## src/rtl/if_fetch_unit_if.sv

```systemverilog
// rtl/if_fetch_unit_if.sv - PC, imem request/response and decode handshake bundle for the fetch stage
interface if_fetch_unit_if #(
    parameter int BW = 32,
    parameter int IW = 32
);
    logic [BW-1:0] pc_in;
    logic          pc_stall;
    logic          flush;
    logic          imem_req_valid;
    logic [BW-1:0] imem_req_addr;
    logic          imem_req_ready;
    logic          imem_resp_valid;
    logic [IW-1:0] imem_resp_data;
    logic          id_valid;
    logic [BW-1:0] id_pc;
    logic [IW-1:0] id_instr;
    logic          id_ready;

    modport master (
        input  pc_in, flush, imem_req_ready, imem_resp_valid, imem_resp_data, id_ready,
        output pc_stall, imem_req_valid, imem_req_addr, id_valid, id_pc, id_instr
    );

    modport slave (
        output pc_in, flush, imem_req_ready, imem_resp_valid, imem_resp_data, id_ready,
        input  pc_stall, imem_req_valid, imem_req_addr, id_valid, id_pc, id_instr
    );
endinterface

```

## src/rtl/if_fetch_unit.sv

```systemverilog
// rtl/if_fetch_unit.sv - instruction fetch stage: tagged imem requests, in-order response queue, flush drop
module if_fetch_unit #(
    parameter int BW    = 32,
    parameter int IW    = 32,
    parameter int DEPTH = 4
) (
    input  logic             clk,
    input  logic             rst,
    if_fetch_unit_if.master  bus
);
    localparam int PW = $clog2(DEPTH);
    localparam int CW = PW + 1;

    typedef logic [PW-1:0] ptr_t;
    typedef logic [CW-1:0] cnt_t;

    logic [BW-1:0]    pc_q    [DEPTH];
    logic [IW-1:0]    instr_q [DEPTH];
    logic [DEPTH-1:0] filled_q, filled_d;
    ptr_t             alloc_ptr_q, alloc_ptr_d;
    ptr_t             fill_ptr_q, fill_ptr_d;
    ptr_t             rd_ptr_q, rd_ptr_d;
    cnt_t             used_q, used_d;
    cnt_t             drop_cnt_q, drop_cnt_d;
    cnt_t             outst_q, outst_d;

    cnt_t credits;
    cnt_t pending;
    logic accept;
    logic pop;
    logic fill;
    logic drop;

    // Entries already owed to flushed fetches still occupy a credit until their response drains.
    assign credits = cnt_t'(DEPTH) - used_q - drop_cnt_q;
    assign pending = drop_cnt_q + outst_q;

    assign bus.imem_req_valid = !rst && !bus.flush && (credits != '0);
    assign bus.imem_req_addr  = bus.pc_in;
    assign accept             = bus.imem_req_valid && bus.imem_req_ready;
    assign bus.pc_stall       = !accept;

    assign bus.id_valid = !rst && !bus.flush && filled_q[rd_ptr_q];
    assign bus.id_pc    = pc_q[rd_ptr_q];
    assign bus.id_instr = instr_q[rd_ptr_q];
    assign pop          = bus.id_valid && bus.id_ready;

    assign drop = bus.imem_resp_valid && (drop_cnt_q != '0);
    assign fill = bus.imem_resp_valid && (drop_cnt_q == '0) && (outst_q != '0) && !bus.flush;

    always_comb begin
        filled_d    = filled_q;
        alloc_ptr_d = alloc_ptr_q;
        fill_ptr_d  = fill_ptr_q;
        rd_ptr_d    = rd_ptr_q;
        used_d      = used_q;
        outst_d     = outst_q;
        drop_cnt_d  = drop_cnt_q;
        if (bus.flush) begin
            filled_d    = '0;
            alloc_ptr_d = '0;
            fill_ptr_d  = '0;
            rd_ptr_d    = '0;
            used_d      = '0;
            outst_d     = '0;
            drop_cnt_d  = (bus.imem_resp_valid && pending != '0) ? pending - cnt_t'(1) : pending;
        end else begin
            if (accept) begin
                filled_d[alloc_ptr_q] = 1'b0;
                alloc_ptr_d           = alloc_ptr_q + ptr_t'(1);
            end
            if (fill) begin
                filled_d[fill_ptr_q] = 1'b1;
                fill_ptr_d           = fill_ptr_q + ptr_t'(1);
            end
            if (pop) begin
                filled_d[rd_ptr_q] = 1'b0;
                rd_ptr_d           = rd_ptr_q + ptr_t'(1);
            end
            used_d     = used_q + cnt_t'(accept) - cnt_t'(pop);
            outst_d    = outst_q + cnt_t'(accept) - cnt_t'(fill);
            drop_cnt_d = drop_cnt_q - cnt_t'(drop);
        end
    end

    always_ff @(posedge clk) begin
        if (rst) begin
            filled_q    <= '0;
            alloc_ptr_q <= '0;
            fill_ptr_q  <= '0;
            rd_ptr_q    <= '0;
            used_q      <= '0;
            outst_q     <= '0;
            drop_cnt_q  <= '0;
        end else begin
            filled_q    <= filled_d;
            alloc_ptr_q <= alloc_ptr_d;
            fill_ptr_q  <= fill_ptr_d;
            rd_ptr_q    <= rd_ptr_d;
            used_q      <= used_d;
            outst_q     <= outst_d;
            drop_cnt_q  <= drop_cnt_d;
        end
    end

    always_ff @(posedge clk) begin
        if (accept) begin
            pc_q[alloc_ptr_q] <= bus.pc_in;
        end
        if (fill) begin
            instr_q[fill_ptr_q] <= bus.imem_resp_data;
        end
    end

    // A response with nothing outstanding and nothing to drop means the memory broke ordering.
    resp_protocol_a: assert property (@(posedge clk) disable iff (rst)
        !(bus.imem_resp_valid && drop_cnt_q == '0 && outst_q == '0));
endmodule

```

## src/flat_wrapper.sv

```systemverilog
// flat-port wrapper written by rule: the top's interface ports become plain ports
module if_fetch_unit_flat 
#(
    parameter int BW    = 32,
    parameter int IW    = 32,
    parameter int DEPTH = 4
)
  (clk, rst, bus_pc_in, bus_flush, bus_imem_req_ready, bus_imem_resp_valid, bus_imem_resp_data, bus_id_ready, bus_pc_stall, bus_imem_req_valid, bus_imem_req_addr, bus_id_valid, bus_id_pc, bus_id_instr);
  if_fetch_unit_if #(.BW(BW), .IW(IW)) bus_i ();
  input  logic clk;
  input  logic rst;
  input wire logic [$bits(bus_i.pc_in)-1:0] bus_pc_in;
  input wire logic [$bits(bus_i.flush)-1:0] bus_flush;
  input wire logic [$bits(bus_i.imem_req_ready)-1:0] bus_imem_req_ready;
  input wire logic [$bits(bus_i.imem_resp_valid)-1:0] bus_imem_resp_valid;
  input wire logic [$bits(bus_i.imem_resp_data)-1:0] bus_imem_resp_data;
  input wire logic [$bits(bus_i.id_ready)-1:0] bus_id_ready;
  output wire logic [$bits(bus_i.pc_stall)-1:0] bus_pc_stall;
  output wire logic [$bits(bus_i.imem_req_valid)-1:0] bus_imem_req_valid;
  output wire logic [$bits(bus_i.imem_req_addr)-1:0] bus_imem_req_addr;
  output wire logic [$bits(bus_i.id_valid)-1:0] bus_id_valid;
  output wire logic [$bits(bus_i.id_pc)-1:0] bus_id_pc;
  output wire logic [$bits(bus_i.id_instr)-1:0] bus_id_instr;
  assign bus_i.pc_in = bus_pc_in;
  assign bus_i.flush = bus_flush;
  assign bus_i.imem_req_ready = bus_imem_req_ready;
  assign bus_i.imem_resp_valid = bus_imem_resp_valid;
  assign bus_i.imem_resp_data = bus_imem_resp_data;
  assign bus_i.id_ready = bus_id_ready;
  assign bus_pc_stall = bus_i.pc_stall;
  assign bus_imem_req_valid = bus_i.imem_req_valid;
  assign bus_imem_req_addr = bus_i.imem_req_addr;
  assign bus_id_valid = bus_i.id_valid;
  assign bus_id_pc = bus_i.id_pc;
  assign bus_id_instr = bus_i.id_instr;
  if_fetch_unit #(.BW(BW), .IW(IW), .DEPTH(DEPTH)) u_core (.clk(clk), .rst(rst), .bus(bus_i));
endmodule
```

## config.mk

```make
export PLATFORM = sky130hd
export DESIGN_NAME = if_fetch_unit_flat
export DESIGN_NICKNAME = d
export VERILOG_FILES = /design/src/rtl/if_fetch_unit_if.sv /design/src/rtl/if_fetch_unit.sv /design/src/flat_wrapper.sv
export SDC_FILE = /design/constraint.sdc
export NUM_CORES = 1
export LEC_CHECK = 0
export BUFFER_PORTS_ARGS = -buffer_cell sky130_fd_sc_hd__buf_2
export CAP_MARGIN = 20
export CORE_MARGIN = 2
export CORE_UTILIZATION = 34
export DETAILED_ROUTE_END_ITERATION = 8
export GPL_ROUTABILITY_DRIVEN = 0
export PLACE_DENSITY = 0.55
export SYNTH_ARGS = -nofsm -noshare
export SYNTH_HDL_FRONTEND = slang
export SYNTH_SLANG_ARGS = --single-unit
```

## constraint.sdc

```tcl
create_clock -name clk -period 6.8 [get_ports clk]
set_input_delay 0.68 -clock clk [delete_from_list [all_inputs] [get_ports clk]]
set_output_delay 0.68 -clock clk [all_outputs]
set_load 0.01 [all_outputs]
```

==> results of run 1 <==
-- cells in the mapped netlist (all sizes together) --
library cell	number
clkinv	4
o21ai	6
a21boi	1
mux2	1
xor2	5
or3	1
nor2b	1
nand2b	1
a31oi	8
mux4	65
and2	10
or2	1
o211ai	1
ha	24
nand2	7
fa	3
a211oi	1
o31ai	1
nor2	15
inv	21
clkbuf	9
xnor2	9
a21oi	4
buf	41
edfxtp	256
dfxtp	21
mux2i	5
nor3	2
-- flip-flops by register name (all words and copies together), names as in the netlist, named ones only --
name,flops
u_core.used_q,3
u_core.filled_q,4
u_core.rd_ptr_q,2
u_core.drop_cnt_q,3
u_core.pc_q,128
u_core.outst_q,3
u_core.fill_ptr_q,2
u_core.instr_q,128
u_core.alloc_ptr_q,2
-- kinds of logic (layout without fill, tap and decap cells) --
group / after synthesis / in the layout / synth area share [%]
adders and majority gates: 27 / 27 / 3.31
AOI/OAI and AO/OA: 22 / 22 / 1.23
other: 0 / 1 / 0
and+or+nand+nor: 38 / 38 / 1.89
DFF: 277 / 277 / 74.6
muxes: 71 / 71 / 14.0
buffers and inverters: 75 / 251 / 3.84
xor gates and xnor gates: 14 / 14 / 1.13
-- layer usage --
metal | part of all wire [%] | routed length, µm | up-vias
met5 | 0 | 0 | -
met4 | 2.1 | 417 | 0
met3 | 4.7 | 945 | 32
met2 | 53 | 10700 | 108
met1 | 40 | 7990 | 2664
li1 | - | - | 2359
-- how the worst max path moves through the flow --
stage | start | end | slack (ps) | cells past startpoint
after global placement | register | bus_id_pc[31] | 3750 | 3
after global routing | register | bus_id_pc[31] | 3250 | 4
after CTS | register | bus_id_pc[31] | 3170 | 3
after detailed placement | bus_flush | u_core.pc_q[3][17] | 3720 | 5
final | register | bus_id_pc[31] | 3500 | 4
after floorplan | bus_flush | u_core.used_q[2] | 4040 | 13
-- where the power goes --
group / internal [mW] / total [mW] / switching [mW] / leakage (nW)
clock network: 0.927 / 1.54 / 0.617 / 0.455
registers: 1.90 / 1.91 / 0.0134 / 2.48
logic: 0.102 / 0.238 / 0.137 / 1.47
total: 2.92 / 3.69 / 0.767 / 4.40
-- worst reg2reg max path, cell delays in order, from the launching register on --
cell,delay (ps)
dfxtp_1,400
ha_1,260
inv_1,60
ha_1,150
xor2_1,240
xnor2_1,140
a21boi_2,430
and2_2,850
-- final cells by class --
class | count | area (µm²) | share of cell area [%]
antenna | 1 | 2.50 | 0.0194
clock buffer | 30 | 729 | 5.65
clock inverter | 22 | 219 | 1.69
inverter | 25 | 93.8 | 0.726
multi-input combinational | 172 | 2350 | 18.2
sequential | 277 | 8120 | 62.8
tap | 402 | 503 | 3.89
timing repair buffer | 174 | 906 | 7.01
-- metrics by stage --
step,std cells,instance area [µm²]
after global placement,1049,11900
final,1103,12900
after floorplan,524,10900
after detailed placement,1049,11900
after global routing,1102,12900
after CTS,1101,12900
-- layout by cell type, fill, tap and decap left out, types with 2 or more instances in the layout --
cell type and instances:
fa_1 3, bufinv_16 4, and2_1 5, a21oi_1 4
dfxtp_1 19, buf_4 5, and2_2 5, ha_1 24
inv_6 2, nor2_1 15, xor2_1 5, inv_1 20
a31oi_1 8, buf_2 168, clkinv_1 11, mux4_2 65
xnor2_1 9, clkbuf_16 29, edfxtp_1 256, o21ai_1 4
o21ai_0 2, dfxtp_4 2, clkinv_2 5, clkinvlp_4 4
nand2_1 7, mux2i_1 5
==> impl_metrics.tcl, run 1 <==
set metrics [dict create \
    io_buffers 168 \
    cts_setup_buffers 0 \
    syn_inst 524 \
    cts_root_buffer "clkbuf_16" \
    cp_slowest_stage_delay_ps 580 \
    grt_setup_unrepaired "no" \
    setup_viol 0 \
    startpoint_type "register" \
    syn_to_final_growth_pct 18.8 \
    slew_headroom_pct 33.4 \
    synth-seq-area-share_pct 74.6 \
    top_usage_layer "met2" \
    max_cap_viol_count 0 \
    start_util_pct 34.5 \
    hpwl_um 12600 \
    path_buf_inv 3 \
    place_ws_ps 3720 \
    cts_tree "yes" \
    hold_end "u_core.drop_cnt_q[0]" \
    tns_ps 0 \
    cp.required_ps 6120 \
    max_freq_mhz 303 \
    clock_path_buffers 3 \
    htreeDepth 1 \
    netlist_area_um2 10900 \
    wl_per_cell_um 18.2 \
    synth_warnings 0 \
    drt_iter0_markers 307 \
    hold_viol 0 \
    period_share_pct 48.5 \
    viasPerCell 4.68 \
    leakagePower_nw 4.40 \
    dr.pass1.iters 4 \
    skew_ps 7.84 \
    syn_area_per_cell_um2 20.7 \
    grtUsageMet3_pct 2.52 \
    worstSetupEndpointType "output pin" \
    worstPathMaxFanout 28 \
    synth_cell_types 33 \
    drv_slew 0 \
    cp_cell_sequence "buf_4, buf_16, mux4_2, buf_2" \
    ir_drop_v 0.000223 \
    fillCellCount 2825 \
    finalWirelength_um 20100 \
    whs_ps 354 \
    rr_startpoint "u_core.used_q[1]" \
    min-delay-start "rst" \
    arrival_ps 2620 \
    finalPower_mw 3.69 \
    powerDensity_nw_per_um2 286 \
    r2r_slack_ps 3890 \
    final_layout_size_suffix_gt1_share_pct 42.3 \
    synthTopCellsByArea "edfxtp_1 (71%), mux4_2 (13%), dfxtp_1 (3.9%)" \
    r2r-end "u_core.pc_q[3][18]" \
    gr-total-overflow 0 \
    die_h_um 183 \
    cts.clk_slew.worst_paths_ps 60 \
    hold_buffers 0 \
    worst_pin_slew_ps 998 \
    cts_buffers 29 \
    die_w_um 183 \
    clk_latency_ps 540 \
    ant_nets 0 \
    crit_family "buffers and inverters" \
    grt_pass1_wl_um 31100 \
    io_pins 169 \
    hold_class "input pin to register" \
    grt_antenna_before_repair 1 \
    syn_nets 621 \
    row_count 65 \
    period_needed_ps 3300 \
    r2r.worst_path.cells 7 \
    crit_path_top_delay_cell "mux4_2" \
    grt_pass1_vias 5564 \
    drc 0 \
    cts.sinks 277 \
    cts_resized 0 \
    gr-usage-all-layers_pct 12.2 \
    path_class "register to output pin" \
    fp.coreArea_um2 31600 \
    ys_ff_latch 277 \
    worstHoldPathCells 2 \
    finish.utilization_pct 40.9 \
    setup_ws_ps 3500 \
    dieArea_um2 33400 \
    grt.met1_usage_pct 14.8 \
    status "finished, final reports clean" \
    finish.net_count 776 \
    grt_max_degree 65 \
    grt_use_met2_pct 21.9 \
    yosys.area.top_type "edfxtp_1" \
    via_count 5163 \
    synthDominantCellAreaShare_pct 70.7 \
]
No activity file was read; power rests on OpenSTA's default activity.
==> run 2, diff against run 1 <==
--- a/config.mk
+++ b/config.mk
@@ -11,7 +11,7 @@
 export CORE_UTILIZATION = 34
 export DETAILED_ROUTE_END_ITERATION = 8
 export GPL_ROUTABILITY_DRIVEN = 0
-export PLACE_DENSITY = 0.55
+export PLACE_DENSITY = 0.57
 export SYNTH_ARGS = -nofsm -noshare
 export SYNTH_HDL_FRONTEND = slang
 export SYNTH_SLANG_ARGS = --single-unit
==> constraint.sdc (replaced) <==
create_clock -name clk -period 2.81 [get_ports clk]
set_input_delay 0.281 -clock clk [delete_from_list [all_inputs] [get_ports clk]]
set_output_delay 0.281 -clock clk [all_outputs]
set_load 0.01 [all_outputs]
==> impl_metrics.tcl, run 2 (synthesis results as in run 1) <==
set metrics [dict create \
    hold_viol 0 \
    cp_cell_sequence "ha_1, inv_1, ha_1, xor2_1, xnor2_1, a21boi_2, buf_4, inv_2, buf_2" \
    hpwl_um 13100 \
    reg.largest.list "u_core.instr_q (128), u_core.pc_q (128), u_core.filled_q (4)" \
    grt_pass1_vias 6001 \
    max_cap_viol_count 0 \
    start_util_pct 34.5 \
    row_count 65 \
    cts.clk_slew.worst_paths_ps 60 \
    grt_antenna_before_repair 0 \
    gr-usage-all-layers_pct 12.7 \
    grt_setup_unrepaired "no" \
    worstPathMaxFanout 11 \
    worst_pin_slew_ps 532 \
    period_needed_ps 2660 \
    powerDensity_nw_per_um2 676 \
    cts_buffers 29 \
    place_ws_ps 138 \
    die_h_um 183 \
    setup_viol 0 \
    slew_headroom_pct 64.5 \
    rr_startpoint "u_core.rd_ptr_q[0]" \
    cp.required_ps 2530 \
    startpoint_type "register" \
    setup_ws_ps 145 \
    tns_ps 0 \
    period_share_pct 94.8 \
    fillCellCount 2767 \
    syn_to_final_growth_pct 26.4 \
    ant_nets 0 \
    mostFrequentLayoutCell "edfxtp_1" \
    cpMostUsedCell "ha_1" \
    leakagePower_nw 4.76 \
    via_count 5474 \
    arrival_ps 2380 \
    worstSetupEndpointType "output pin" \
    top_layer "met4" \
    max_freq_mhz 375 \
    wl_per_cell_um 18.1 \
    finish.utilization_pct 43.5 \
    path_class "register to output pin" \
    clock_path_buffers 3 \
    layout_common_cells "edfxtp_1 (256), buf_2 (168), mux4_2 (65), dlygate4sd3_1 (61), clkbuf_16 (29)" \
    crit_path_top_delay_cell "dfxtp_1" \
    dieArea_um2 33400 \
    cts_setup_buffers 0 \
    crit_family "buffers and inverters" \
    whs_ps 19.4 \
    io_buffers 168 \
    io_pins 169 \
    status "finished, final reports clean" \
    fp.coreArea_um2 31600 \
    htreeDepth 1 \
    final_layout_size_suffix_gt1_share_pct 40.3 \
    wl_met1_um 8680 \
    die_w_um 183 \
    drc 0 \
    gr-total-overflow 0 \
    cp_slowest_stage_delay_ps 420 \
    clk_latency_ps 520 \
    hold_class "input pin to register" \
    cts_tree "yes" \
    path_buf_inv 4 \
    viasPerCell 4.67 \
    skew_ps 4.86 \
    drv_slew 0 \
    cp-startpoint "u_core.used_q[1]" \
    dr.pass1.iters 4 \
    grt_pass1_wl_um 33000 \
    drt_iter0_markers 352 \
    ir_drop_v 0.000382 \
    routed-wl-met2_um 11300 \
    diodes 0 \
    grt_max_degree 37 \
    cts.sinks 277 \
    finalWirelength_um 21200 \
    finish.net_count 845 \
    wl_met3_um 826 \
    cts_root_buffer "clkbuf_16" \
    min-delay-start "bus_pc_in[26]" \
]
[run 2: final timing paths]
kind                                         endpoint  slack, ps  depth (start not counted)
worst max-delay path                     bus_pc_stall        150                          9
worst min-delay path               u_core.pc_q[2][26]         20                          1
worst min register to register  u_core.alloc_ptr_q[0]        540                          1
worst max register to register       u_core.used_q[2]        250                         11
[run 2: final cells by class]
type / instances / area [µm²] / share of cell area (%)
sequential: 277 / 8120 / 59.1
inverter: 25 / 93.8 / 0.683
multi-input combinational: 172 / 2350 / 17.1
clock inverter: 24 / 294 / 2.14
timing repair buffer: 243 / 1660 / 12.1
tap: 402 / 503 / 3.66
clock buffer: 29 / 726 / 5.28
[run 2: worst register-to-register path: cells and delay by family (launching register included)]
family	cells	cell delay, ps
and+or+nand+nor	3	250
xor gates and xnor gates	2	320
adders and majority gates	3	780
buffers and inverters	2	110
muxes	1	590
DFF	1	400
[run 2: per-stage QoR]
| stage | power (mW) | std cells | cell area (µm²) |
|---|---|---|---|
| after CTS | 9.41 | 1172 | 13700 |
| after floorplan | 5.08 | 524 | 10900 |
| after detailed placement | 5.31 | 1058 | 12100 |
| final | 9.28 | 1172 | 13700 |
| after global placement | 5.27 | 1058 | 12100 |
| after global routing | 9.64 | 1172 | 13700 |
[run 2: timing repair]
action,in CTS,in global routing
hold endpoints to repair,243,0
hold buffers,61,0
gates resized for setup,0,1
endpoints found under the setup margin,0,1
[run 2: metal layers]
| metal | up-vias | GRT usage (%) |
|---|---|---|
| li1 | 2497 | - |
| met1 | 2820 | 15.0 |
| met2 | 127 | 23.6 |
| met3 | 30 | 2.14 |
| met4 | 0 | 3.78 |
| met5 | - | 0 |
[run 2: where the power goes]
part / internal [mW] / switching (mW)
clock network: 2.45 / 1.55
registers: 4.58 / 0.0317
logic: 0.316 / 0.350
